`src/rtl/vga_pixel_pipe_pkg.sv`:
```
// Shared display-path definitions: widths, sync idle level, visible grid and RGB332->RGB444 palette expansion.
package gpu_defs;
  localparam int PIX_POS_W = 16;
  localparam int RGB332_W  = 8;
  localparam int DAC_W     = 4;
  localparam int GRID_W    = 200;
  localparam int GRID_H    = 150;
  localparam logic SYNC_IDLE = 1'b1;

  typedef struct packed {
    logic hs;
    logic vs;
    logic disp;
  } ctl_t;

  localparam ctl_t CTL_RST = '{hs: SYNC_IDLE, vs: SYNC_IDLE, disp: 1'b0};

  typedef struct packed {
    logic [DAC_W-1:0] r;
    logic [DAC_W-1:0] g;
    logic [DAC_W-1:0] b;
  } rgb_t;

  // Replicate the MSBs into the low bits so full-scale input maps to full-scale DAC code.
  function automatic rgb_t rgb332_to_444(input logic [RGB332_W-1:0] d);
    rgb_t c;
    c.r = {d[7:5], d[7]};
    c.g = {d[4:2], d[4]};
    c.b = {d[1:0], d[1:0]};
    return c;
  endfunction
endpackage

```
`src/rtl/vga_pixel_pipe_sig_delay.sv`:
```
// N-stage shift register with a parameterised reset value; output is the last stage.
module sig_delay #(
  parameter int W = 1,
  parameter int N = 1,
  parameter logic [W-1:0] RST_VAL = '0
) (
  input  logic         clk,
  input  logic         rst,
  input  logic [W-1:0] d_i,
  output logic [W-1:0] q_o
);
  logic [N-1:0][W-1:0] stg_q;

  always_ff @(posedge clk) begin
    if (rst) begin
      stg_q <= {N{RST_VAL}};
    end else begin
      stg_q[0] <= d_i;
      for (int i = 1; i < N; i++) stg_q[i] <= stg_q[i-1];
    end
  end

  assign q_o = stg_q[N-1];
endmodule

```
`src/rtl/vga_pixel_pipe.sv`:
```
// VGA pixel pipe: framebuffer fetch, RGB332->RGB444 expansion, sync/blank alignment, frame counter and vblank irq.
module vga_pixel_pipe
  import gpu_defs::*;
#(
  parameter int RD_LAT = 1,
  parameter int FC_W   = 16
) (
  input  logic                 clk,
  input  logic                 rst,
  input  logic                 h_sync_i,
  input  logic                 v_sync_i,
  input  logic                 in_disp_i,
  input  logic [PIX_POS_W-1:0] pixel_pos_i,
  output logic [PIX_POS_W-1:0] vram_addr_o,
  input  logic [RGB332_W-1:0]  vram_rdata_i,
  output logic [DAC_W-1:0]     vga_r_o,
  output logic [DAC_W-1:0]     vga_g_o,
  output logic [DAC_W-1:0]     vga_b_o,
  output logic                 h_sync_o,
  output logic                 v_sync_o,
  output logic [FC_W-1:0]      frame_cnt_o,
  output logic                 vblank_irq_o,
  input  logic                 irq_ack_i
);
  localparam int PIPE = RD_LAT + 2;

  ctl_t ctl_in, ctl_tap;
  assign ctl_in = '{hs: h_sync_i, vs: v_sync_i, disp: in_disp_i};

  // Tap PIPE-1 lines up with the RAM data; the output registers add the last cycle.
  sig_delay #(
    .W      ($bits(ctl_t)),
    .N      (PIPE-1),
    .RST_VAL(CTL_RST)
  ) u_ctl_dly (
    .clk (clk),
    .rst (rst),
    .d_i (ctl_in),
    .q_o (ctl_tap)
  );

  logic [PIX_POS_W-1:0] addr_q;
  rgb_t                 rgb_q, rgb_d;
  logic                 hs_q, vs_q;
  logic [FC_W-1:0]      cnt_q, cnt_d;
  logic                 irq_q, irq_d;
  logic                 vs_prev_q, armed_q;
  logic                 frame_end;

  // armed_q masks the first cycle after reset so a v_sync_i already low on release is not a frame end.
  always_comb begin
    rgb_d     = '0;
    cnt_d     = cnt_q;
    irq_d     = irq_q;
    frame_end = armed_q & vs_prev_q & ~v_sync_i;
    if (ctl_tap.disp) rgb_d = rgb332_to_444(vram_rdata_i);
    if (frame_end) begin
      cnt_d = cnt_q + 1'b1;
      irq_d = 1'b1;
    end else if (irq_ack_i) begin
      irq_d = 1'b0;
    end
  end

  always_ff @(posedge clk) begin
    if (rst) begin
      addr_q    <= '0;
      rgb_q     <= '0;
      hs_q      <= SYNC_IDLE;
      vs_q      <= SYNC_IDLE;
      cnt_q     <= '0;
      irq_q     <= 1'b0;
      vs_prev_q <= SYNC_IDLE;
      armed_q   <= 1'b0;
    end else begin
      addr_q    <= pixel_pos_i;
      rgb_q     <= rgb_d;
      hs_q      <= ctl_tap.hs;
      vs_q      <= ctl_tap.vs;
      cnt_q     <= cnt_d;
      irq_q     <= irq_d;
      vs_prev_q <= v_sync_i;
      armed_q   <= 1'b1;
    end
  end

  assign vram_addr_o  = addr_q;
  assign vga_r_o      = rgb_q.r;
  assign vga_g_o      = rgb_q.g;
  assign vga_b_o      = rgb_q.b;
  assign h_sync_o     = hs_q;
  assign v_sync_o     = vs_q;
  assign frame_cnt_o  = cnt_q;
  assign vblank_irq_o = irq_q;
endmodule
```
`config.mk`:
```
export PLATFORM = sky130hd
export DESIGN_NAME = vga_pixel_pipe
export DESIGN_NICKNAME = d
export VERILOG_FILES = /design/src/rtl/vga_pixel_pipe_pkg.sv /design/src/rtl/vga_pixel_pipe_sig_delay.sv /design/src/rtl/vga_pixel_pipe.sv
export SDC_FILE = /design/constraint.sdc
export NUM_CORES = 1
export LEC_CHECK = 0
export BUFFER_PORTS_ARGS = -buffer_cell sky130_fd_sc_hd__buf_2
export CAP_MARGIN = 20
export CORE_UTILIZATION = 45
export DETAILED_ROUTE_END_ITERATION = 7
export PLACE_DENSITY = 0.77
export SLEW_MARGIN = 40
export SYNTH_ARGS = -nofsm -noshare
export SYNTH_HDL_FRONTEND = slang
export SYNTH_SLANG_ARGS = --single-unit
```
`constraint.sdc`:
```
create_clock -name clk -period 2.2 [get_ports clk]
set_clock_uncertainty 0.2 [all_clocks]
set_input_delay 0.11 -clock clk [delete_from_list [all_inputs] [get_ports clk]]
set_output_delay 0.11 -clock clk [all_outputs]
set_load 0.01 [all_outputs]
```
==> flow_metrics.py <==
metrics = {
    "sta": {
        "unrepaired_setup_endpoints_after_global_routing": "false",
        "sum_neg_setup_slack_ns": 0,
        "number_of_pins_exceeding_their_max_slew_limit_in_the_final_report": 0,
        "hold_viol_final": 0,
        "slew-limit-headroom": 0.732,
        "crit_share_post_route": 0.880,
        "hold-worst-slack_ns": 0.0200,
        "tightestPinTransition_ns": 0.403,
        "finalSetupViolCount": 0,
        "max_clock_freq_mhz": 516,
        "post-route-min-period_ns": 1.94,
    },
    "synthesis": {
        "synth.mux.area_fraction": 0.00593,
        "synth_top_cell_area_share": 0.593,
        "yosysUniqueCellTypes": 31,
        "ys_seq_elements": 50,
        "complex_gate_fraction_of_the_synthesized_area": 0.0319,
        "syn_inst": 160,
        "post_synth.cell_area_avg_um2": 10.5,
        "yosys.area_share.adder": 0.00742,
        "synth.largest_area_cell": "sky130_fd_sc_hd__dfxtp_1",
        "yosysSeqAreaShare": 0.593,
        "syn_nets": 191,
        "synthSimpleGateAreaFrac": 0.276,
        "main_combinational_cell_family_by_area_after_synthesis": "simple AND/OR/NAND/NOR gates",
        "ys_top_cells_by_area": "sky130_fd_sc_hd__dfxtp_1, sky130_fd_sc_hd__nor2b_1, sky130_fd_sc_hd__nor2_1",
        "mappedNetlistArea_um2": 1690,
        "xor_xnor_portion_of_the_synthesized_cell_area": 0.0519,
        "synth.yosys.warnings": 0,
    },
    "setup_path": {
        "cells_along_the_critical_path": "dlygate4sd3_1 > buf_2 > nand4b_1 > nor2_1 > or4b_1 > a21oi_1",
        "crit_path_max_incr_delay_ns": 0.54,
        "worst_path_max_delay_cell": "sky130_fd_sc_hd__dlygate4sd3_1",
        "crit_required_ns": 2.23,
        "worstSetupStartpointType": "primary input",
        "setup.worst_path.class": "primary input to flip-flop",
        "critPathMaxFanout": 6,
        "critical_path.endpoint_type": "flip-flop",
        "cp.buffers_inverters": 2,
        "worst_ep_arrival_time_ns": 1.96,
        "worst_path_dominant_cell_family": "simple AND/OR/NAND/NOR gates",
    },
    "clock_tree": {
        "cts_tree": "done",
        "clkLatencyLatePin_ns": 0.30,
        "root_buffer": "sky130_fd_sc_hd__clkbuf_8",
        "ctsLongestPathBuffers": 2,
        "cts.sinks": 50,
        "inserted_clock_buffers": 5,
        "cts.htree.levels": 2,
        "worst_setup_hold_path_clk_slew_ns": 0.08,
    },
    "grt": {
        "grt_first_pass_wirelength_mm": 6.44,
        "grt_antenna_before_repair": 0,
        "grt_max_degree": 25,
        "grt-ovfl-total": 0,
        "grt_usage": 0.210,
        "number_of_global_route_vias_before_repair": 1410,
    },
    "floorplanning": {
        "start_util": 0.486,
        "boundaryPins": 77,
        "dieWidth_um": 63.2,
        "dieArea_um2": 4000,
        "fp-row-count": 21,
        "chipHeight_um": 63.2,
        "fp.coreArea_um2": 3470,
    },
    "pwr": {
        "power-per-cell-area_nw_per_um2": 646,
        "ir_worst_vdd_mv": 0.361,
        "p_total_mw": 1.58,
        "p_leak_nw": 1.13,
    },
    "layout": {
        "layout-drive-gt1-share": 0.352,
        "antenna-diode-count": 0,
        "layout-area-overhead-vs-synth_pct": 45.1,
        "design.final.nets": 295,
    },
    "drt": {
        "drt_first_iter_violations": 109,
        "remaining_drc_errors": 0,
        "drtAntennaViolNets": 0,
        "wire_per_inst_um": 12.5,
        "drt_pass1_iterations": 4,
        "via_per_inst": 4.68,
        "totalWireLength_mm": 3.89,
        "detailroute.via_count": 1450,
    },
    "placed_design": {
        "io_buffers": 76,
        "finalWeightedCongestion": 0.735,
        "place.detailed.hpwl_mm": 2.29,
    },
    "worst_hold_path": {
        "worst_min_path_class": "primary input to flip-flop",
    },
    "outcome": {
        "run_status": "complete, no violations",
    },
    "job": {
        "cap_viol_max_count": 0,
    },
}
metrics by stage:
stage / instance area, µm² / utilization / std cells / setup slack [ns]
after global routing: 2450 / 0.706 / 310 / 0.180
after global placement: 2090 / 0.602 / 275 / 0.527
after floorplan: 1690 / - / 160 / 0.517
after CTS: 2450 / 0.706 / 310 / 0.292
after detailed placement: 2090 / 0.602 / 275 / 0.466
final: 2450 / 0.706 / 310 / 0.263
logic make-up (layout without fill, tap and decap cells):
| family | after synthesis | count (layout) |
|---|---|---|
| DFF | 50 | 50 |
| and+or+nand+nor | 77 | 77 |
| buffers and inverters | 11 | 115 |
| adders and majority gates | 1 | 1 |
| xor gates and xnor gates | 10 | 10 |
| AOI/OAI and AO/OA | 10 | 10 |
| muxes | 1 | 1 |
worst reg2reg max path, delay by kind of cell, from the launching register on:
family	cells	cell delay, ns
compound gates	1	0.16
flops	1	0.39
simple gates	3	0.97
placed cells by master, fill, tap and decap left out, types with 3 or more instances in the layout:
| cell type | netlist | routed |
|---|---|---|
| sky130_fd_sc_hd__a21oi_1 | 5 | 5 |
| sky130_fd_sc_hd__and2_1 | 8 | 8 |
| sky130_fd_sc_hd__and3_1 | 3 | 3 |
| sky130_fd_sc_hd__buf_2 | 0 | 76 |
| sky130_fd_sc_hd__clkbuf_8 | 0 | 5 |
| sky130_fd_sc_hd__dfxtp_1 | 50 | 50 |
| sky130_fd_sc_hd__dlygate4sd3_1 | 0 | 28 |
| sky130_fd_sc_hd__inv_1 | 3 | 3 |
| sky130_fd_sc_hd__nand2_1 | 6 | 6 |
| sky130_fd_sc_hd__nand4_1 | 5 | 5 |
| sky130_fd_sc_hd__nor2_1 | 14 | 14 |
| sky130_fd_sc_hd__nor2b_1 | 19 | 19 |
| sky130_fd_sc_hd__o21ai_0 | 4 | 4 |
| sky130_fd_sc_hd__or2_2 | 6 | 6 |
| sky130_fd_sc_hd__xnor2_1 | 6 | 6 |
| sky130_fd_sc_hd__xor2_1 | 4 | 4 |
state kept, by name, summed over array words and instances (netlist names):
name             count
vram_addr_o         16
v_sync_o             1
frame_cnt_o         16
vga_b_o              2
armed_q              1
u_ctl_dly.stg_q      3
u_ctl_dly.q_o        3
vblank_irq_o         1
h_sync_o             1
vga_r_o              3
vga_g_o              3
power by group:
part	switching (mW)	internal [mW]
Combinational	0.0558	0.0833
Clock	0.281	0.218
Sequential	0.00942	0.932
layer usage:
| metal | wire, µm | track usage | vias to the layer above |
|---|---|---|---|
| met5 | 0 | 0 | - |
| met4 | 104 | 0.102 | 0 |
| met3 | 309 | 0.0580 | 9 |
| met2 | 1760 | 0.341 | 68 |
| met1 | 1710 | 0.255 | 647 |
| li1 | - | - | 726 |
area by class of cell:
cell class	count	area (µm²)
clock inverters	1	7.51
well taps	46	57.6
repair buffers	105	668
fillers	281	1020
flip-flops and latches	50	1000
multi-input cells	99	629
inverters	3	11.3
clock buffers	6	72.6
cell usage after synthesis (all sizes together):
| library cell | count |
|---|---|
| dfxtp | 50 |
| nor2b | 19 |
| nor2 | 14 |
| and2 | 8 |
| nand2 | 6 |
| nand4 | 6 |
| or2 | 6 |
| xnor2 | 6 |
| a21oi | 5 |
| buf | 4 |
| clkbuf | 4 |
| o21ai | 4 |
| xor2 | 4 |
| and3 | 3 |
| inv | 3 |
| or3 | 3 |
| nand3 | 2 |
| nor3 | 2 |
| nor4 | 2 |
| and4 | 1 |
| and4b | 1 |
| ha | 1 |
| mux2i | 1 |
| nand2b | 1 |
| nand3b | 1 |
| nand4b | 1 |
| o41ai | 1 |
| or4b | 1 |
repair_timing:
action	4_1_cts	5_1_grt
hold buffers	28	0
resized for setup	0	0
endpoints found under the hold margin	28	0
setup endpoints to repair	0	0
buffers inserted	0	0
final timing paths:
kind	depth (start not counted)	start	slack [ns]	end
worst max register to register	4	frame_cnt_o[2]	0.41	frame_cnt_o[15]
worst max-delay path	6	v_sync_i	0.26	frame_cnt_o[15]
worst min register to register	1	u_ctl_dly.q_o[1]	0.21	v_sync_o
worst min-delay path	2	rst	0.02	frame_cnt_o[2]
Power figures use the tool's default switching activity.
